`src/rtl/udp_line_rx_pkg.sv`:
```
// Shared encodings and constants for the UDP line receiver.
// Holds the FSM state type, protocol header lengths and fixed field values.
// Also provides a byte-extraction helper used by the header matcher.
package udp_rx_pkg;

  typedef enum logic [2:0] {
    IDLE,
    PREAMBLE,
    ETH_HDR,
    IP_HDR,
    UDP_HDR,
    LINE_NUM,
    PAYLOAD,
    DRAIN
  } state_t;

  localparam int CNT_W       = 16;
  localparam int ETH_HDR_LEN = 14;
  localparam int IP_HDR_LEN  = 20;
  localparam int UDP_HDR_LEN = 8;

  localparam logic [15:0] ETHERTYPE_IPV4 = 16'h0800;
  localparam logic [7:0]  IP_PROTO_UDP   = 8'h11;
  localparam logic [7:0]  IP_VER_IHL     = 8'h45;
  localparam logic [7:0]  PREAMBLE_BYTE  = 8'h55;
  localparam logic [7:0]  SFD_BYTE       = 8'hD5;

  // Byte k of v, counting from the least significant byte.
  function automatic logic [7:0] byte_at(input logic [47:0] v, input int k);
    logic [47:0] s;
    s = v >> (8 * k);
    return s[7:0];
  endfunction

endpackage

```
`src/rtl/udp_line_rx_if.sv`:
```
// Line/pixel delivery bus from the UDP line receiver to the frame buffer.
// master: receiver drives line_num/line_start/pix_*/line_done/pkt_drop/pkt_cnt.
// slave: consumer samples them; no backpressure, the consumer must keep up.
interface udp_line_rx_if #(
  parameter int ADDR_W = 8
);
  logic [15:0]       line_num;
  logic              line_start;
  logic [7:0]        pix_data;
  logic [ADDR_W-1:0] pix_addr;
  logic              pix_valid;
  logic              line_done;
  logic              pkt_drop;
  logic [15:0]       pkt_cnt;

  modport master (
    output line_num, line_start, pix_data, pix_addr, pix_valid,
           line_done, pkt_drop, pkt_cnt
  );

  modport slave (
    input line_num, line_start, pix_data, pix_addr, pix_valid,
          line_done, pkt_drop, pkt_cnt
  );
endinterface

```
`src/rtl/udp_line_rx_hdr_match.sv`:
```
// Combinational header field checker for the byte in flight.
// Ports: state/cnt/rxd select the field; mac_*_run carry the running MAC verdicts.
// Outputs field_bad for the current byte plus per-byte MAC hits; zero latency.
module udp_hdr_match
  import udp_rx_pkg::*;
#(
  parameter logic [47:0] LOCAL_MAC      = 48'h00_00_00_00_00_00,
  parameter logic [31:0] LOCAL_IP       = 32'hc0_a8_00_03,
  parameter logic [15:0] LOCAL_UDP_PORT = 16'd6102,
  parameter int          DATA_LENGTH    = 162
) (
  input  state_t           state,
  input  logic [CNT_W-1:0] cnt,
  input  logic [7:0]       rxd,
  input  logic             mac_lcl_run,
  input  logic             mac_bc_run,
  output logic             mac_lcl_hit,
  output logic             mac_bc_hit,
  output logic             field_bad
);

  localparam logic [15:0] UDP_LEN = 16'(DATA_LENGTH + UDP_HDR_LEN);

  always_comb begin
    mac_lcl_hit = 1'b0;
    mac_bc_hit  = 1'b0;
    field_bad   = 1'b0;
    case (state)
      ETH_HDR: begin
        if (cnt < 6) begin
          // Either all six bytes match the local MAC or all six are 0xFF;
          // the run flags stop a mix of the two from passing.
          mac_lcl_hit = (rxd == byte_at(LOCAL_MAC, 5 - int'(cnt)));
          mac_bc_hit  = (rxd == 8'hFF);
          field_bad   = !((mac_lcl_hit && mac_lcl_run) || (mac_bc_hit && mac_bc_run));
        end else if (cnt == 12) begin
          field_bad = (rxd != ETHERTYPE_IPV4[15:8]);
        end else if (cnt == 13) begin
          field_bad = (rxd != ETHERTYPE_IPV4[7:0]);
        end
      end
      IP_HDR: begin
        if (cnt == 0) begin
          field_bad = (rxd != IP_VER_IHL);
        end else if (cnt == 9) begin
          field_bad = (rxd != IP_PROTO_UDP);
        end else if (cnt >= 16 && cnt <= 19) begin
          field_bad = (rxd != byte_at({16'h0, LOCAL_IP}, 19 - int'(cnt)));
        end
      end
      UDP_HDR: begin
        if (cnt == 2 || cnt == 3) begin
          field_bad = (rxd != byte_at({32'h0, LOCAL_UDP_PORT}, 3 - int'(cnt)));
        end else if (cnt == 4 || cnt == 5) begin
          field_bad = (rxd != byte_at({32'h0, UDP_LEN}, 5 - int'(cnt)));
        end
      end
      default: ;
    endcase
  end

endmodule

```
`src/rtl/udp_line_rx.sv`:
```
// GMII Ethernet/IPv4/UDP receiver delivering one Sobel image line per packet.
// Ports: clk/rst_n, gmii_rxd/gmii_rx_dv/gmii_rx_er in; lb (master) carries line/pixel outputs.
// Latency: every output is registered, one cycle after the causing byte; no backpressure.
module udp_line_rx
  import udp_rx_pkg::*;
#(
  parameter int          IMAGE_WIDTH    = 1280,
  parameter logic [47:0] LOCAL_MAC      = 48'h00_00_00_00_00_00,
  parameter logic [31:0] LOCAL_IP       = 32'hc0_a8_00_03,
  parameter logic [15:0] LOCAL_UDP_PORT = 16'd6102,
  parameter int          DATA_LENGTH    = IMAGE_WIDTH / 8 + 2
) (
  input  logic         clk,
  input  logic         rst_n,
  input  logic [7:0]   gmii_rxd,
  input  logic         gmii_rx_dv,
  input  logic         gmii_rx_er,
  udp_line_rx_if.master lb
);

  localparam int LINE_BYTES = IMAGE_WIDTH / 8;
  localparam int ADDR_W     = $clog2(LINE_BYTES);

  state_t           state;
  logic [CNT_W-1:0] cnt;
  logic [7:0]       line_hi;
  logic             rx_dv_q;
  logic             mac_lcl_run;
  logic             mac_bc_run;
  logic             mac_lcl_hit;
  logic             mac_bc_hit;
  logic             field_bad;
  logic             in_frame;

  udp_hdr_match #(
    .LOCAL_MAC      (LOCAL_MAC),
    .LOCAL_IP       (LOCAL_IP),
    .LOCAL_UDP_PORT (LOCAL_UDP_PORT),
    .DATA_LENGTH    (DATA_LENGTH)
  ) u_match (
    .state       (state),
    .cnt         (cnt),
    .rxd         (gmii_rxd),
    .mac_lcl_run (mac_lcl_run),
    .mac_bc_run  (mac_bc_run),
    .mac_lcl_hit (mac_lcl_hit),
    .mac_bc_hit  (mac_bc_hit),
    .field_bad   (field_bad)
  );

  // States where losing rx_dv means the frame was cut short.
  assign in_frame = (state == ETH_HDR) || (state == IP_HDR) || (state == UDP_HDR) ||
                    (state == LINE_NUM) || (state == PAYLOAD);

  always_ff @(posedge clk or negedge rst_n) begin
    if (!rst_n) begin
      state         <= IDLE;
      cnt           <= '0;
      line_hi       <= '0;
      // Assume the line is busy until rx_dv is seen low, so a reset released
      // mid-frame never parses the tail as a new frame.
      rx_dv_q       <= 1'b1;
      mac_lcl_run   <= 1'b0;
      mac_bc_run    <= 1'b0;
      lb.line_num   <= '0;
      lb.line_start <= 1'b0;
      lb.pix_data   <= '0;
      lb.pix_addr   <= '0;
      lb.pix_valid  <= 1'b0;
      lb.line_done  <= 1'b0;
      lb.pkt_drop   <= 1'b0;
      lb.pkt_cnt    <= '0;
    end else begin
      rx_dv_q       <= gmii_rx_dv;
      lb.line_start <= 1'b0;
      lb.pix_valid  <= 1'b0;
      lb.line_done  <= 1'b0;
      lb.pkt_drop   <= 1'b0;
      if (gmii_rx_dv) begin
        cnt <= cnt + 1'b1;
      end

      if (in_frame && !gmii_rx_dv) begin
        lb.pkt_drop <= 1'b1;
        state       <= IDLE;
        cnt         <= '0;
      end else if (state != IDLE && state != DRAIN && gmii_rx_dv && gmii_rx_er) begin
        lb.pkt_drop <= 1'b1;
        state       <= DRAIN;
        cnt         <= '0;
      end else if (in_frame && field_bad) begin
        lb.pkt_drop <= 1'b1;
        state       <= DRAIN;
        cnt         <= '0;
      end else begin
        case (state)
          IDLE: begin
            if (gmii_rx_dv) begin
              cnt   <= '0;
              state <= (!rx_dv_q && gmii_rxd == PREAMBLE_BYTE) ? PREAMBLE : DRAIN;
            end
          end
          PREAMBLE: begin
            if (!gmii_rx_dv) begin
              state <= IDLE;
              cnt   <= '0;
            end else if (gmii_rxd == SFD_BYTE) begin
              state       <= ETH_HDR;
              cnt         <= '0;
              mac_lcl_run <= 1'b1;
              mac_bc_run  <= 1'b1;
            end else if (gmii_rxd != PREAMBLE_BYTE) begin
              state <= DRAIN;
              cnt   <= '0;
            end
          end
          ETH_HDR: begin
            if (cnt < 6) begin
              mac_lcl_run <= mac_lcl_run & mac_lcl_hit;
              mac_bc_run  <= mac_bc_run & mac_bc_hit;
            end
            if (cnt == CNT_W'(ETH_HDR_LEN - 1)) begin
              state <= IP_HDR;
              cnt   <= '0;
            end
          end
          IP_HDR: begin
            if (cnt == CNT_W'(IP_HDR_LEN - 1)) begin
              state <= UDP_HDR;
              cnt   <= '0;
            end
          end
          UDP_HDR: begin
            if (cnt == CNT_W'(UDP_HDR_LEN - 1)) begin
              state <= LINE_NUM;
              cnt   <= '0;
            end
          end
          LINE_NUM: begin
            if (cnt == 0) begin
              line_hi <= gmii_rxd;
            end else begin
              lb.line_num   <= {line_hi, gmii_rxd};
              lb.line_start <= 1'b1;
              state         <= PAYLOAD;
              cnt           <= '0;
            end
          end
          PAYLOAD: begin
            lb.pix_valid <= 1'b1;
            lb.pix_data  <= gmii_rxd;
            lb.pix_addr  <= cnt[ADDR_W-1:0];
            if (cnt == CNT_W'(LINE_BYTES - 1)) begin
              lb.line_done <= 1'b1;
              lb.pkt_cnt   <= lb.pkt_cnt + 16'd1;
              state        <= DRAIN;
              cnt          <= '0;
            end
          end
          DRAIN: begin
            if (!gmii_rx_dv) begin
              state <= IDLE;
              cnt   <= '0;
            end
          end
          default: begin
            state <= IDLE;
            cnt   <= '0;
          end
        endcase
      end
    end
  end

endmodule
```
`src/flat_wrapper.sv`:
```
// flat-port wrapper written by rule: the top's interface ports become plain ports
module udp_line_rx_flat import udp_rx_pkg::*;
#(
  parameter int          IMAGE_WIDTH    = 1280,
  parameter logic [47:0] LOCAL_MAC      = 48'h00_00_00_00_00_00,
  parameter logic [31:0] LOCAL_IP       = 32'hc0_a8_00_03,
  parameter logic [15:0] LOCAL_UDP_PORT = 16'd6102,
  parameter int          DATA_LENGTH    = IMAGE_WIDTH / 8 + 2
)
  (clk, rst_n, gmii_rxd, gmii_rx_dv, gmii_rx_er, lb_line_num, lb_line_start, lb_pix_data, lb_pix_addr, lb_pix_valid, lb_line_done, lb_pkt_drop, lb_pkt_cnt);
  udp_line_rx_if lb_i ();
  input  logic clk;
  input  logic rst_n;
  input  logic [7:0] gmii_rxd;
  input  logic gmii_rx_dv;
  input  logic gmii_rx_er;
  output wire logic [$bits(lb_i.line_num)-1:0] lb_line_num;
  output wire logic [$bits(lb_i.line_start)-1:0] lb_line_start;
  output wire logic [$bits(lb_i.pix_data)-1:0] lb_pix_data;
  output wire logic [$bits(lb_i.pix_addr)-1:0] lb_pix_addr;
  output wire logic [$bits(lb_i.pix_valid)-1:0] lb_pix_valid;
  output wire logic [$bits(lb_i.line_done)-1:0] lb_line_done;
  output wire logic [$bits(lb_i.pkt_drop)-1:0] lb_pkt_drop;
  output wire logic [$bits(lb_i.pkt_cnt)-1:0] lb_pkt_cnt;
  assign lb_line_num = lb_i.line_num;
  assign lb_line_start = lb_i.line_start;
  assign lb_pix_data = lb_i.pix_data;
  assign lb_pix_addr = lb_i.pix_addr;
  assign lb_pix_valid = lb_i.pix_valid;
  assign lb_line_done = lb_i.line_done;
  assign lb_pkt_drop = lb_i.pkt_drop;
  assign lb_pkt_cnt = lb_i.pkt_cnt;
  udp_line_rx #(.IMAGE_WIDTH(IMAGE_WIDTH), .LOCAL_MAC(LOCAL_MAC), .LOCAL_IP(LOCAL_IP), .LOCAL_UDP_PORT(LOCAL_UDP_PORT), .DATA_LENGTH(DATA_LENGTH)) u_core (.clk(clk), .rst_n(rst_n), .gmii_rxd(gmii_rxd), .gmii_rx_dv(gmii_rx_dv), .gmii_rx_er(gmii_rx_er), .lb(lb_i));
endmodule
```
`config.mk`:
```
export PLATFORM = sky130hd
export DESIGN_NAME = udp_line_rx_flat
export DESIGN_NICKNAME = d
export VERILOG_FILES = /design/src/rtl/udp_line_rx_pkg.sv /design/src/rtl/udp_line_rx_if.sv /design/src/rtl/udp_line_rx_hdr_match.sv /design/src/rtl/udp_line_rx.sv /design/src/flat_wrapper.sv
export SDC_FILE = /design/constraint.sdc
export NUM_CORES = 1
export LEC_CHECK = 0
export CORE_MARGIN = 2
export CORE_UTILIZATION = 49
export CTS_BUF_LIST = sky130_fd_sc_hd__clkbuf_16
export CTS_CLUSTER_SIZE = 28
export DETAILED_ROUTE_END_ITERATION = 8
export PLACE_DENSITY = 0.73
export SLEW_MARGIN = 25
export SYNTH_ARGS = -nofsm -noshare
export SYNTH_HDL_FRONTEND = slang
export SYNTH_SLANG_ARGS = --single-unit
```
`constraint.sdc`:
```
create_clock -name clk -period 8.9 [get_ports clk]
set_input_delay 0.89 -clock clk [delete_from_list [all_inputs] [get_ports clk]]
set_output_delay 0.89 -clock clk [all_outputs]
set_load 0.005 [all_outputs]
```
After elaboration in Yosys (flattened, before gate mapping)

Index checks and enable logic that the tools add are counted.

Mux-type cells: 66
Reduce and logical (&&, ||, !) cells: 30
Shift-type cells: 4
$add $sub $neg: 5
Equal/unequal tests: 40
Order comparisons: 3
Bitwise gates (word level): 6

Operators by type and width:

| cell                    | number |
|---|---|
| $mux W16                | 14 |
| $pmux W16 S8            | 1 |
| $eq A16 B3 Y1 const B   | 3 |
| $eq A16 B4 Y1 const B   | 3 |
| $mux W3                 | 14 |
| $mux W1                 | 33 |
| $add A16 B1 Y16 const B | 2 |
| $eq A16 B2 Y1 const B   | 2 |
| $shr A1 B32 Y8 const A  | 1 |
| $shr A13 B32 Y8 const A | 1 |
| $shr A32 B32 Y8 const A | 1 |
| $shr A8 B32 Y8 const A  | 1 |
| $ne A5 B5 Y1 const B    | 5 |
| $ne A8 B8 Y1            | 3 |
| $pmux W3 S8             | 1 |
| $sub A2 B16 Y17 const A | 1 |
| $sub A3 B16 Y17 const A | 1 |
| $sub A5 B16 Y17 const A | 1 |
| $eq A16 B5 Y1 const B   | 1 |
| $eq A16 B8 Y1 const B   | 1 |
| $eq A8 B8 Y1 const B    | 2 |
| $ge A16 B5 Y1 const B   | 1 |
| $le A16 B5 Y1 const B   | 1 |
| $logic_not A16 Y1       | 1 |
| other kinds (29)        | 59 |

Flip-flop bits (word level): 82
Word-level logic and storage cells: 168
Output and inout bits: 52
Input bits: 12

Logic depth before layout (Yosys ltp)

Depth after elaboration: 12
Gate-level depth with buffers: 14
Gate-level depth less buffers: 10

Modules after synthesis

A second synthesis with hierarchy kept.

Cells, all modules: 467
Area, all modules: 4636.9 µm²

Modules (own cells, without submodules):

| module        | instances | sequential area each (µm²) | cells an instance | area an instance (µm²) |
|---|---|---|---|---|
| udp_line_rx   | 1         | 2053.2                     | 378               | 4035.1 |
| udp_hdr_match | 1         | 0.0                        | 89                | 601.8 |

Worst setup path after synthesis

Ideal clock, no wire load.

Kind: flip-flop to flip-flop
From: register u_core.cnt[2]
To: register u_core.lb.line_num[10]
Required time: 8.775 ns
Cell stages (with the launch flop): 15
Setup time: 0.125 ns
Path slack: 5.388 ns
Buffers on the path: 4
Arrival: 3.387 ns
Clock period less this slack: 3.512 ns
Cells stage by stage: dfrtp_1 > clkbuf_1 > inv_1 > ha_1 > clkbuf_1 > or2_2 > a211o_1 > nor4_1 > mux2i_1 > a41o_1 > o311ai_1 > or3_1 > buf_6 > buf_6 > mux2_4

Cells in the longest elaborated chain, start to end: 11
Elaborated cells on any way between the ends: 41
Those cells by class: add/sub (3); order compare (3); eq/ne (11); shift (4); mux (9); bitwise (2); reduce/logical (9)

RTL lines:

| element                                                                  | line                 | source |
|---|---|---|
| start, declared                                                          | udp_line_rx.sv:25    | `logic [CNT_W-1:0] cnt;` |
| start signal, assigned                                                   | udp_line_rx.sv:80    | `cnt <= cnt + 1'b1;` |
| parallel branches: the longest is 10 deep, another holds $sub A5 B16 Y17 | -                    |  |
| $reduce_and A5 Y1 (no source line) *                                     | -                    |  |
| end signal, assigned                                                     | udp_line_rx.sv:143   | `lb.line_num <= {line_hi, gmii_rxd};` |
| end, declared                                                            | udp_line_rx_if.sv:17 | `output line_num, line_start, pix_data, pix_addr, pix_valid,` |

Mark *: on every way between the ends.
A chain may end at the register's enable or synchronous reset.

Final worst setup path

From: input gmii_rxd[0]
To: register u_core.lb.line_num[8]

Cells in the longest elaborated chain, start to end: 9
Elaborated cells on any way between the ends: 25
Those cells by class: eq/ne (8); mux (9); bitwise (1); reduce/logical (7)

RTL lines:

| element                              | line                                                     | source |
|---|---|---|
| start, declared                      | flat_wrapper.sv:14                                       | `input logic [7:0] gmii_rxd;` |
| $eq A8 B8 Y1 (on tied branches)      | udp_line_rx_hdr_match.sv:33, udp_line_rx_hdr_match.sv:34 |  |
| $logic_and A1 B1 Y1                  | udp_line_rx_hdr_match.sv:35                              | `field_bad = !((mac_lcl_hit && mac_lcl_run) \|\| (mac_bc_hit && mac_bc_run));` |
| $logic_or A1 B1 Y1                   | udp_line_rx_hdr_match.sv:35                              |  |
| $logic_not A1 Y1                     | udp_line_rx_hdr_match.sv:35                              |  |
| $mux W1                              | udp_line_rx_hdr_match.sv:30                              | `if (cnt < 6) begin` |
| $pmux W1 S3 *                        | udp_line_rx_hdr_match.sv:28                              | `case (state)` |
| $logic_and A1 B1 Y1 *                | udp_line_rx.sv:91                                        | `end else if (in_frame && field_bad) begin` |
| $not A1 Y1 (no source line) *        | -                                                        |  |
| $reduce_and A5 Y1 (no source line) * | -                                                        |  |

Mark *: on every way between the ends. The rest lies on a longest branch, timed or not.

==> out/summary.txt <==
buffer depth of the longest clock path: 2
Pre-antenna DRT Iters: 4
via count: 3750
die height: 101 microns
cells after synthesis: 455
Tcrit/Tclk final: 46.8%
cts hold-fix bufs: 0
antenna viol nets, final: 0
I/O Buffers: 63
worst min path class: reg -> reg
CTS resizes: 0
Clock transition at path regs: 0.06 ns
RSZ-0062 raised after global routing: no
ys flop type: dfrtp_1
Setup TNS: 0 ns
post-synth top area share: 43.5%
#FFs+latches synth: 82
Cell variety after synth: 66
Ys Warns: 0
P_leak: 2.43 nW
share of cells above drive strength 1: 14.4%
Max transition margin: 33.1%
nets: 518
Pwr Density: 242 mW/mm^2
H-tree levels: 3
gp weighted congestion: 0.903
Setup Buffers After CTS: 0
die footprint: 0.0103 sq mm
CTS tree: yes
die width: 101 microns
WL/cell: 17.4 microns
Setup crit end kind: flip-flop
sequential element share of the synthesized area: 44.1%
Initial Util: 50.4%
post-synth net total: 479
antenna violations before repair: 0
WP data arrival: 4.38 ns
Post-synth ARST share: 100%
Final Util: 60.7%
post-DP HPWL: 7.35 mm
fin. max-slew vios: 0
Final Hold Vio Count: 0
Required @ worst endpoint: 9.12 ns
clock root buffer: clkbuf_16
# rows: 35
number of synthesized flops with an enable pin: 0
Setup violations, final: 0
critical setup path kind: in -> reg
skew final: 0.00828 ns
largest area contributor in the netlist: dfrtp_1
largest net degree at the start of global routing: 83
grt ovf: 0
fin crit period: 4.16 ns
clock tree sinks: 82
Skew-Pair Late Insertion Delay: 0.34 ns
outcome: finished, final reports clean
peak supply drop: 119 uV
total track usage: 22.3%
CTS Buf Count: 9
Synth top cells by count: 81 x dfrtp_1, 43 x nand2_1, 33 x mux2_2
final WL: 10.9 mm
CP max FO: 17
via/cell ratio: 5.97
top-level I/O count: 64
largest cells by area after synthesis: dfrtp_1 44%, mux2_2 8.0%, nand2_1 3.5%
global-route wire length before repair: 18.2 mm
Post-Syn Area: 0.00465 sq mm
worst slew pin tran: 0.978 ns
core area: 0.00924 sq mm
Max Clk Rate: 240 MHz
Max Cap Violations: 0
vias in the first global route: 3469
most common cell in the netlist: dfrtp_1
startpoint types: input pin
Inserted Diodes: 0
DRT iter0 DRCs: 174
DRC Markers: 0
Avg Inst Size Synth: 10.2 sq um
Area Growth Syn to Fin: 20.4%
==> where the power goes <==
part,leakage [nW],switching (W),internal (W)
clock network,0.144,0.000156,0.000219
logic,1.20,0.000249,0.000225
registers,1.09,0.0000634,0.000445
total,2.43,0.000468,0.000889
==> metrics by stage <==
step / hold WS [ns] / setup WS (ns) / cells / cell area (sq um) / power [W]
finish: 0.479 / 4.74 / 628 / 5600 / 0.00136
global route: 0.493 / 4.55 / 628 / 5600 / 0.00144
CTS: 0.488 / 4.80 / 628 / 5600 / 0.00136
detailed placement: 0.480 / 4.47 / 612 / 5300 / 0.000987
global placement: 0.465 / 4.56 / 612 / 5300 / 0.000969
floorplan: 0.462 / 5.39 / 455 / 4650 / 0.000806
==> per-layer routing <==
| metal | track usage (%) | vias to the layer above | part of all wire, % |
|---|---|---|---|
| met4 | 6.96 | 0 | 1.3 |
| met5 | 0 | - | 0 |
| met2 | 34.1 | 130 | 48 |
| met3 | 5.31 | 13 | 6.1 |
| li1 | - | 1761 | - |
| met1 | 31.5 | 1846 | 45 |
==> cells in the final DEF (no fill, tap or decap), types with 3 or more instances in the layout <==
| master | netlist | routed |
|---|---|---|
| dfrtp_1 | 81 | 81 |
| clkdlybuf4s50_1 | 0 | 62 |
| nand2_1 | 43 | 43 |
| mux2_2 | 33 | 33 |
| a21oi_1 | 24 | 24 |
| nand4_1 | 19 | 19 |
| inv_1 | 17 | 17 |
| and3_1 | 17 | 17 |
| nor2_1 | 16 | 16 |
| xnor2_1 | 16 | 16 |
| a311oi_1 | 14 | 14 |
| ha_1 | 12 | 12 |
| nand3_1 | 10 | 10 |
| o21ai_0 | 10 | 10 |
| nor3_1 | 9 | 9 |
| mux2_4 | 9 | 9 |
| clkbuf_16 | 0 | 9 |
| nor4_1 | 8 | 8 |
| nand2b_1 | 5 | 5 |
| and2_1 | 4 | 4 |
| or4_1 | 3 | 3 |
| o211ai_1 | 3 | 3 |
| or2_2 | 3 | 3 |
| o22ai_1 | 3 | 3 |
| a41oi_1 | 3 | 3 |
| nand3b_1 | 3 | 3 |
| mux2i_1 | 3 | 3 |
| o21a_1 | 3 | 3 |
| a2111oi_0 | 3 | 3 |
| nand4b_1 | 3 | 3 |
| a31oi_1 | 3 | 3 |
==> flip-flops by register name (all words and copies together) (netlist names) <==
signal	flops
u_core.lb.pkt_drop	1
u_core.mac_lcl_run	1
u_core.state	3
u_core.lb.line_num	16
u_core.rx_dv_q	1
u_core.mac_bc_run	1
u_core.cnt	16
u_core.lb.pix_valid	1
u_core.line_hi	8
u_core.lb.line_done	1
u_core.lb.pix_addr	8
u_core.lb.line_start	1
u_core.lb.pkt_cnt	16
u_core.lb.pix_data	8
==> cell families (layout without fill, tap and decap cells) <==
group	after synthesis	in the layout	synth area share (%)
AND/OR/NAND/NOR	164	164	20.8
AO/OA/AOI/OAI	82	82	12.2
flip-flops	82	82	44.1
buffers and inverters	54	98	5.16
multiplexers	45	45	11.5
XOR/XNOR	16	16	3.01
adder cells (fa/ha/maj)	12	12	3.23
==> worst max-delay path, stage by stage <==
cell and delay, ns:
clkdlybuf4s50_1 0.60, nor4_1 0.75, nand3_1 0.17, a41oi_1 0.28
o21a_1 0.19, and3_1 0.20, o311ai_2 0.12, or3_1 0.74
mux2_4 0.43
==> final timing paths <==
kind / to / from / cells after the start / slack, ns
min in group asynchronous: u_core.cnt[1] / rst_n / 1 / 0.58
max in group asynchronous: u_core.cnt[6] / rst_n / 1 / 7.80
worst min-delay path: u_core.lb.pkt_cnt[15] / u_core.lb.pkt_cnt[15] / 1 / 0.48
worst max register to register: u_core.lb.line_num[8] / u_core.cnt[10] / 8 / 4.75
worst min register to register: u_core.lb.pkt_cnt[15] / u_core.lb.pkt_cnt[15] / 1 / 0.48
worst max-delay path: u_core.lb.line_num[8] / gmii_rxd[0] / 9 / 4.74
==> cell type report <==
cell class / count / area (sq um)
Clock buffer: 9 / 225
Clock inverter: 7 / 76.3
Fill cell: 783 / 3640
Inverter: 17 / 63.8
Multi-Input combinational cell: 319 / 2380
Sequential cell: 82 / 2050
Tap cell: 129 / 161
Timing Repair Buffer: 65 / 647
Note: power is estimated with default switching activity, not from simulation.
